==> src/rtl/seg7_scan_decoder.sv <==
// seg7_scan_decoder
// Watches a multiplexed 7-segment bus and rebuilds the word being shown on it.
// Each digit dwell has to stay stable for STABLE_CYCLES edges before it is
// captured. A dwell is captured at most once. The captured glyph is decoded
// back to a hex nibble. Once every digit has been seen since the last frame,
// a one-cycle frame_done pulse is issued.
//
// Ports:
//   clk          rising-edge clock
//   rst          synchronous reset, active-high
//   digit_sel    one-hot digit enable; bit i selects nibble i
//   segment      segment pattern, bit0=a .. bit6=g, active-high
//   value        decoded word; nibble i = value[4i+3:4i]
//   valid_digits bit i set while nibble i holds a legally decoded glyph
//   frame_done   1-cycle pulse on the capture that completes a frame
//   pattern_err  1-cycle pulse on a capture of an illegal pattern
//   err_count    saturating count of illegal captures
module seg7_scan_decoder #(
    parameter int DIGITS        = 4,
    parameter int STABLE_CYCLES = 4
) (
    input  logic                  clk,
    input  logic                  rst,
    input  logic [DIGITS-1:0]     digit_sel,
    input  logic [6:0]            segment,
    output logic [4*DIGITS-1:0]   value,
    output logic [DIGITS-1:0]     valid_digits,
    output logic                  frame_done,
    output logic                  pattern_err,
    output logic [7:0]            err_count
);

    localparam logic [7:0] RUN_MAX = 8'(STABLE_CYCLES - 1);

    logic [DIGITS-1:0] sel_q;
    logic [6:0]        seg_q;
    logic [7:0]        run_cnt;
    logic              captured;
    logic [DIGITS-1:0] mask;

    logic              same;
    logic              one_hot;
    logic              capture;
    logic              blank;
    logic [4:0]        dec;
    logic [DIGITS-1:0] mask_next;
    logic              frame_hit;

    // The result is {legal, nibble}. A pattern outside the table returns legal=0.
    function automatic logic [4:0] decode(input logic [6:0] p);
        case (p)
            7'h3F: decode = 5'h10;
            7'h06: decode = 5'h11;
            7'h5B: decode = 5'h12;
            7'h4F: decode = 5'h13;
            7'h66: decode = 5'h14;
            7'h6D: decode = 5'h15;
            7'h7D: decode = 5'h16;
            7'h07: decode = 5'h17;
            7'h7F: decode = 5'h18;
            7'h6F: decode = 5'h19;
            7'h77: decode = 5'h1A;
            7'h7C: decode = 5'h1B;
            7'h39: decode = 5'h1C;
            7'h5E: decode = 5'h1D;
            7'h79: decode = 5'h1E;
            7'h71: decode = 5'h1F;
            default: decode = 5'h00;
        endcase
    endfunction

    always_comb begin
        same      = (digit_sel == sel_q) && (segment == seg_q);
        one_hot   = (sel_q != '0) && ((sel_q & (sel_q - DIGITS'(1))) == '0);
        // The run counter counts edges since the last sample change. The
        // capture lands on the edge after it saturates, which is STABLE_CYCLES
        // edges after the inputs first appear.
        capture   = same && (run_cnt == RUN_MAX) && !captured && one_hot;
        blank     = (seg_q == 7'h00);
        dec       = decode(seg_q);
        mask_next = mask | sel_q;
        frame_hit = capture && (&mask_next);
    end

    always_ff @(posedge clk) begin
        if (rst) begin
            sel_q        <= '0;
            seg_q        <= '0;
            run_cnt      <= '0;
            captured     <= 1'b0;
            mask         <= '0;
            value        <= '0;
            valid_digits <= '0;
            frame_done   <= 1'b0;
            pattern_err  <= 1'b0;
            err_count    <= '0;
        end else begin
            sel_q       <= digit_sel;
            seg_q       <= segment;
            frame_done  <= 1'b0;
            pattern_err <= 1'b0;

            if (!same) begin
                run_cnt  <= '0;
                captured <= 1'b0;
            end else begin
                if (run_cnt < RUN_MAX) begin
                    run_cnt <= run_cnt + 8'd1;
                end
                if (capture) begin
                    captured <= 1'b1;
                end
            end

            if (capture) begin
                mask       <= frame_hit ? '0 : mask_next;
                frame_done <= frame_hit;
                for (int i = 0; i < DIGITS; i++) begin
                    if (sel_q[i]) begin
                        if (dec[4]) begin
                            value[4*i +: 4] <= dec[3:0];
                            valid_digits[i] <= 1'b1;
                        end else if (blank) begin
                            value[4*i +: 4] <= 4'h0;
                            valid_digits[i] <= 1'b0;
                        end else begin
                            // An illegal glyph keeps the old nibble but marks it invalid.
                            valid_digits[i] <= 1'b0;
                        end
                    end
                end
                if (!dec[4] && !blank) begin
                    pattern_err <= 1'b1;
                    if (err_count != 8'hFF) begin
                        err_count <= err_count + 8'd1;
                    end
                end
            end
        end
    end

endmodule

==> config.mk <==
export PLATFORM = sky130hd
export DESIGN_NAME = seg7_scan_decoder
export DESIGN_NICKNAME = d
export VERILOG_FILES = /design/src/rtl/seg7_scan_decoder.sv
export SDC_FILE = /design/constraint.sdc
export NUM_CORES = 1
export LEC_CHECK = 0
export BUFFER_PORTS_ARGS = -buffer_cell sky130_fd_sc_hd__buf_2
export CAP_MARGIN = 0
export CELL_PAD_IN_SITES_DETAIL_PLACEMENT = 1
export CELL_PAD_IN_SITES_GLOBAL_PLACEMENT = 1
export CORE_UTILIZATION = 45
export CTS_BUF_LIST = sky130_fd_sc_hd__clkbuf_4 sky130_fd_sc_hd__clkbuf_8
export CTS_CLUSTER_DIAMETER = 60
export DETAILED_ROUTE_END_ITERATION = 6
export PLACE_DENSITY = 0.89
export SLEW_MARGIN = 20
export SYNTH_ARGS = -nofsm -noshare
export SYNTH_HDL_FRONTEND = slang
export SYNTH_SLANG_ARGS = --single-unit
==> constraint.sdc <==
create_clock -name clk -period 3.5 [get_ports clk]
set_clock_uncertainty 0.05 [all_clocks]
set_input_delay 0.7 -clock clk [delete_from_list [all_inputs] [get_ports clk]]
set_output_delay 0.7 -clock clk [all_outputs]
set_load 0.02 [all_outputs]
-- Word-level counts from Yosys, hierarchy flattened
Cells that the tools add are included.
- register bits after elaboration: 54
- input port bits: 13
- output and inout bits: 30
- $add $sub $neg: 3
- $lt $le $gt $ge: 1
- eq/ne operators: 20
- muxes and demuxes: 6
- bitwise gates (word level): 4
- reduce and logical (&&, ||, !) cells: 26
- operators with widths (kind ; number):
    7-bit equality test, second input constant ; 12
    5-bit one-hot mux with 16 select lines ; 1
    8-bit by 1-bit adder with 8-bit output, second input constant ; 2
    3-bit AND reduction ; 5
    7-bit by 3-bit equality test with 1-bit output, second input constant ; 2
    7-bit by 6-bit equality test with 1-bit output, second input constant ; 2
    4-bit 2-to-1 mux ; 3
    8-bit by 2-bit equality test with 1-bit output, second input constant ; 1
    8-bit by 2-bit less-than comparator with 1-bit output, second input constant ; 1
    8-bit != test, second input constant ; 1
    2-bit AND reduction ; 4
    7-bit equality test ; 1
    1-bit logical AND ; 7
    7-bit logical NOT ; 1
    4-bit AND ; 1
    4-bit equality test ; 1
    4-bit logical NOT ; 1
    4-bit OR ; 1
    4-bit AND reduction ; 1
    4-bit nonzero test ; 1
    2-bit OR reduction ; 2
    4-bit by 1-bit subtractor with 4-bit output, second input constant ; 1
    1-bit logical NOT ; 3
    1-bit 2-to-1 mux ; 2
    2 further kinds ; 3

-- Logic depth before layout (Yosys ltp)
- depth in word-level cells: 7
- gate-level depth with buffers: 9

-- Least setup slack after synthesis
No wires, ideal clock.
- kind: input to register
- from: in digit_sel[0]
- to: reg err_count[5]
- library setup time: 0.071 ns
- arrival: 2.222 ns
- slack: 1.157 ns
- stages: 7
- buffers on the path: 0
- cell sequence: xor2_1 nor4_1 nand3_1 and2b_2 nand3b_4 or4_1 a21oi_1
- word-level cells in the longest chain between the ends: 6
- ends and longest elaborated chain (item ; RTL line ; text):
    start: declaration ; 24 ; input logic [DIGITS-1:0] digit_sel,
    4-bit equality test ; 73 ; same = (digit_sel == sel_q) && (segment == seg_q);
    1-bit logical AND ; 73 ;
    1-bit logical AND (3 in series) ; 78 ; capture = same && (run_cnt == RUN_MAX) && !captured && one_hot;
    3-bit AND reduction (no source line) ; -- ;
    end signal: assignment ; 135 ; err_count <= err_count + 8'd1;
    end: declaration ; 30 ; output logic [7:0] err_count
No other way between the ends.
A chain may end at the register's enable or synchronous reset.

-- Worst setup path in the final report
- from: reg seg_q[4]
- to: reg err_count[5]
- word-level cells in the longest chain between the ends: 6
- ends and longest elaborated chain (item ; RTL line ; text):
    start: declaration ; 36 ; logic [6:0] seg_q;
    start signal: assignment ; 99 ; seg_q <= segment;
    branches (longest 5 deep; another with 5-bit one-hot mux with 16 select lines) ; -- ;
    3-bit AND reduction (no source line) * ; -- ;
Every way passes the cells marked *.

==> flow_summary.json <==
{
  "syn_avg_cell_area_um2": 9.04,
  "cts-root-buf": "clkbuf_8",
  "setup_violations": 0,
  "final_nets": 323,
  "fmax_mhz": 359,
  "clock_path_buffers": 2,
  "vias": 2072,
  "die_area_um2": 5810,
  "seq_area_frac_synth_pct": 43.6,
  "grt_pass1_wl_um": 10600,
  "synth_warnings": 0,
  "antenna_found_initial": 0,
  "cp-endpoint": "err_count[5]",
  "core_area_um2": 5200,
  "status": "completed",
  "period_share_pct": 79.6,
  "nFillCells": 647,
  "num_io_pins": 43,
  "numCtsBuffers": 5,
  "final_hold_viol_count": 0,
  "cp-start-kind": "register",
  "n_antenna_cell": 0,
  "drt-total-wl_um": 6110,
  "synth_top_cell_by_area": "dfxtp_1",
  "crit_path_cell_trace": "xor2_1 > nor4_1 > nand3_1 > and2b_2 > nand3b_4 > or4_1 > a21oi_1",
  "cts_sinks": 54,
  "track_usage_pct": 22.7,
  "fp.dieH_um": 76.2,
  "arrival_ns": 2.97,
  "synth_area_um2": 2480,
  "async_flop_share_pct": 0,
  "ys_types": 47,
  "setup_slack_ns": 0.713,
  "postRouteAntennaNets": 0,
  "synth_top_area_share_pct": 43.6,
  "p_sw_uw": 263,
  "place_area_um2": 2710,
  "p_int_uw": 865,
  "reg2reg_setup_slack_ns": 0.71,
  "first_pass_iters": 4,
  "grt_pass1_vias": 2226,
  "cts_resized": 0,
  "p_seq_share_pct": 56.9,
  "max_stage_delay_ns": 0.72,
  "wire_per_inst_um": 16.1,
  "maxSlewViolCount": 0,
  "avgViaCountPerCell": 5.47,
  "synth_edf_count": 0,
  "relSlewSlack_pct": 59.1,
  "r2r_end": "err_count[5]",
  "dp_hpwl_um": 4390,
  "start_util_pct": 47.6,
  "worst_pin_slew_ns": 0.613,
  "crit_path_top_delay_cell": "dfxtp_1",
  "syn-num-nets": 289,
  "layout_min_cycle_time_ns": 2.79,
  "path_class": "register to register",
  "power_frac_comb_pct": 5.6,
  "rr_worst_depth": 7,
  "grt_overflow": 0,
  "pwr_density_cell_nw_per_um2": 400,
  "io_buffers": 42,
  "crit_path_end_kind": "register",
  "syn_inst": 274,
  "drv_cap": 0,
  "crit_start": "seg_q[4]",
  "drive_gt1_share_pct": 18.8,
  "drc": 0,
  "num_rows": 26,
  "ctsHoldBuffers": 0,
  "fp.dieW_um": 76.2,
  "cts_setup_buffers": 0,
  "swShare_pct": 23.3,
  "tns_ns": 0,
  "synth.area.top_cells": "dfxtp_1 44%, mux2i_1 5.7%, xor2_1 4.9%",
  "power.clock.fraction_pct": 37.5,
  "hold_path.class": "register to register",
  "initialDrtViolationCount": 67,
  "cts_tree": "built",
  "rsz0062_at_grt": "false",
  "cts.reportedPaths.clkPinSlew_ns": 0.10,
  "design_area_um2": 2820,
  "ir_drop_mv": 0.293,
  "clk_latency_ns": 0.31,
  "crit_required_ns": 3.69,
  "gp_congestion": 0.817,
  "synthFlopType": "dfxtp_1",
  "leakage_nw": 1.16,
  "cp_max_fo": 16,
  "power.total_mw": 1.13,
  "preCtsSetupSlack_ns": 0.646,
  "htree_levels": 2,
  "synth_seq_cells": 54,
  "whs_ns": 0.426,
  "area_growth_pct": 13.9,
  "r2r-start": "seg_q[4]",
  "grt_start_max_net_pins": 33
}
power groups by stage:
stage	sequential (mW)	clock [mW]	combinational, mW
final	0.642	0.423	0.0627
after global routing	0.645	0.452	0.0700
after CTS	0.642	0.427	0.0629
after detailed placement	0.656	0	0.0623
after global placement	0.656	0	0.0609
after floorplan	0.639	0	0.0572
synthesized netlist by cell type (2+ instances only):
| master | count |
|---|---|
| dfxtp_1 | 54 |
| nor2_1 | 27 |
| nand2b_1 | 18 |
| nor2b_1 | 16 |
| nand2_1 | 15 |
| mux2i_1 | 14 |
| xor2_1 | 14 |
| a21oi_1 | 12 |
| o22ai_1 | 10 |
| clkbuf_1 | 8 |
| and2_1 | 7 |
| buf_2 | 7 |
| nor3_1 | 7 |
| nand3_1 | 6 |
| nor4_1 | 5 |
| nor4b_1 | 5 |
| inv_1 | 4 |
| o21ai_0 | 4 |
| a21o_1 | 3 |
| o31ai_1 | 3 |
| a31oi_1 | 2 |
| and3b_1 | 2 |
| ha_1 | 2 |
| nand4_1 | 2 |
| o211ai_1 | 2 |
| o21a_1 | 2 |
| or4_1 | 2 |
| xnor2_1 | 2 |
worst max-delay path, delay by kind of cell, from the launching register on:
family          cells  cell delay [ns]
compound gates      1             0.18
flops               1             0.72
simple gates        5             1.60
xor+xnor            1             0.15
metrics by stage:
step | instances | util, %
floorplan | 274 | -
global placement | 371 | 52.1
detailed placement | 371 | 52.1
CTS | 379 | 54.2
global route | 379 | 54.2
finish | 379 | 54.2
layer usage:
metal | global-route usage, % | up-vias | routed length, um
met2 | 42.2 | 35 | 3140
met5 | 0 | - | 0
met1 | 26.4 | 1011 | 2730
met4 | 6.35 | 0 | 63
li1 | - | 1021 | -
met3 | 4.19 | 5 | 183
sequential cells by signal, indices dropped and copies added (netlist names):
name	flops
sel_q	4
err_count	8
run_cnt	8
valid_digits	4
value	16
seg_q	7
captured	1
frame_done	1
mask	4
pattern_err	1
final cells by class:
class | count | area, um^2 | area share [%]
clock buffers | 5 | 68.8 | 2.44
clock inverters | 3 | 43.8 | 1.55
repair buffers | 43 | 218 | 7.71
well taps | 70 | 87.6 | 3.10
flip-flops and latches | 54 | 1080 | 38.3
multi-input cells | 200 | 1310 | 46.4
inverters | 4 | 15.0 | 0.532
cells in the final DEF (no fill, tap or decap), types with 2 or more instances in the layout:
cell type / instances
nor3_1: 7
nand2_1: 15
xor2_1: 14
ha_1: 2
nand3_1: 6
inv_1: 4
a31oi_1: 2
nor2_1: 27
mux2i_1: 14
o22ai_1: 10
o21ai_0: 4
nand4_1: 2
buf_2: 42
nor2b_1: 16
nand2b_1: 18
and2_1: 7
a21oi_1: 12
nor4b_1: 5
o31ai_1: 3
xnor2_1: 2
o211ai_1: 2
nor4_1: 5
clkbuf_8: 5
a21o_1: 3
o21a_1: 2
or4_1: 2
dfxtp_1: 54
and3b_1: 2
cell families (layout without fill, tap and decap cells):
family | Yosys count | in the layout | share of synthesized area, %
adders and majority gates | 2 | 2 | 1.01
AOI/OAI and AO/OA | 44 | 44 | 11.4
xor gates and xnor gates | 16 | 16 | 5.66
muxes | 15 | 15 | 6.11
buffers and inverters | 20 | 55 | 3.54
DFF | 54 | 54 | 43.6
and+or+nand+nor | 123 | 123 | 28.7
worst min-delay path by stage:
| stage | from | cells after the start | endpoint | slack (ns) |
|---|---|---|---|---|
| after floorplan | run_cnt[4] | 1 | run_cnt[4] | 0.38 |
| after global routing | run_cnt[3] | 1 | run_cnt[3] | 0.45 |
| after detailed placement | run_cnt[7] | 1 | run_cnt[7] | 0.41 |
| after global placement | run_cnt[7] | 1 | run_cnt[7] | 0.39 |
| final | run_cnt[7] | 1 | run_cnt[7] | 0.43 |
| after CTS | run_cnt[7] | 1 | run_cnt[7] | 0.43 |
No activity file was read; power rests on OpenSTA's default activity.
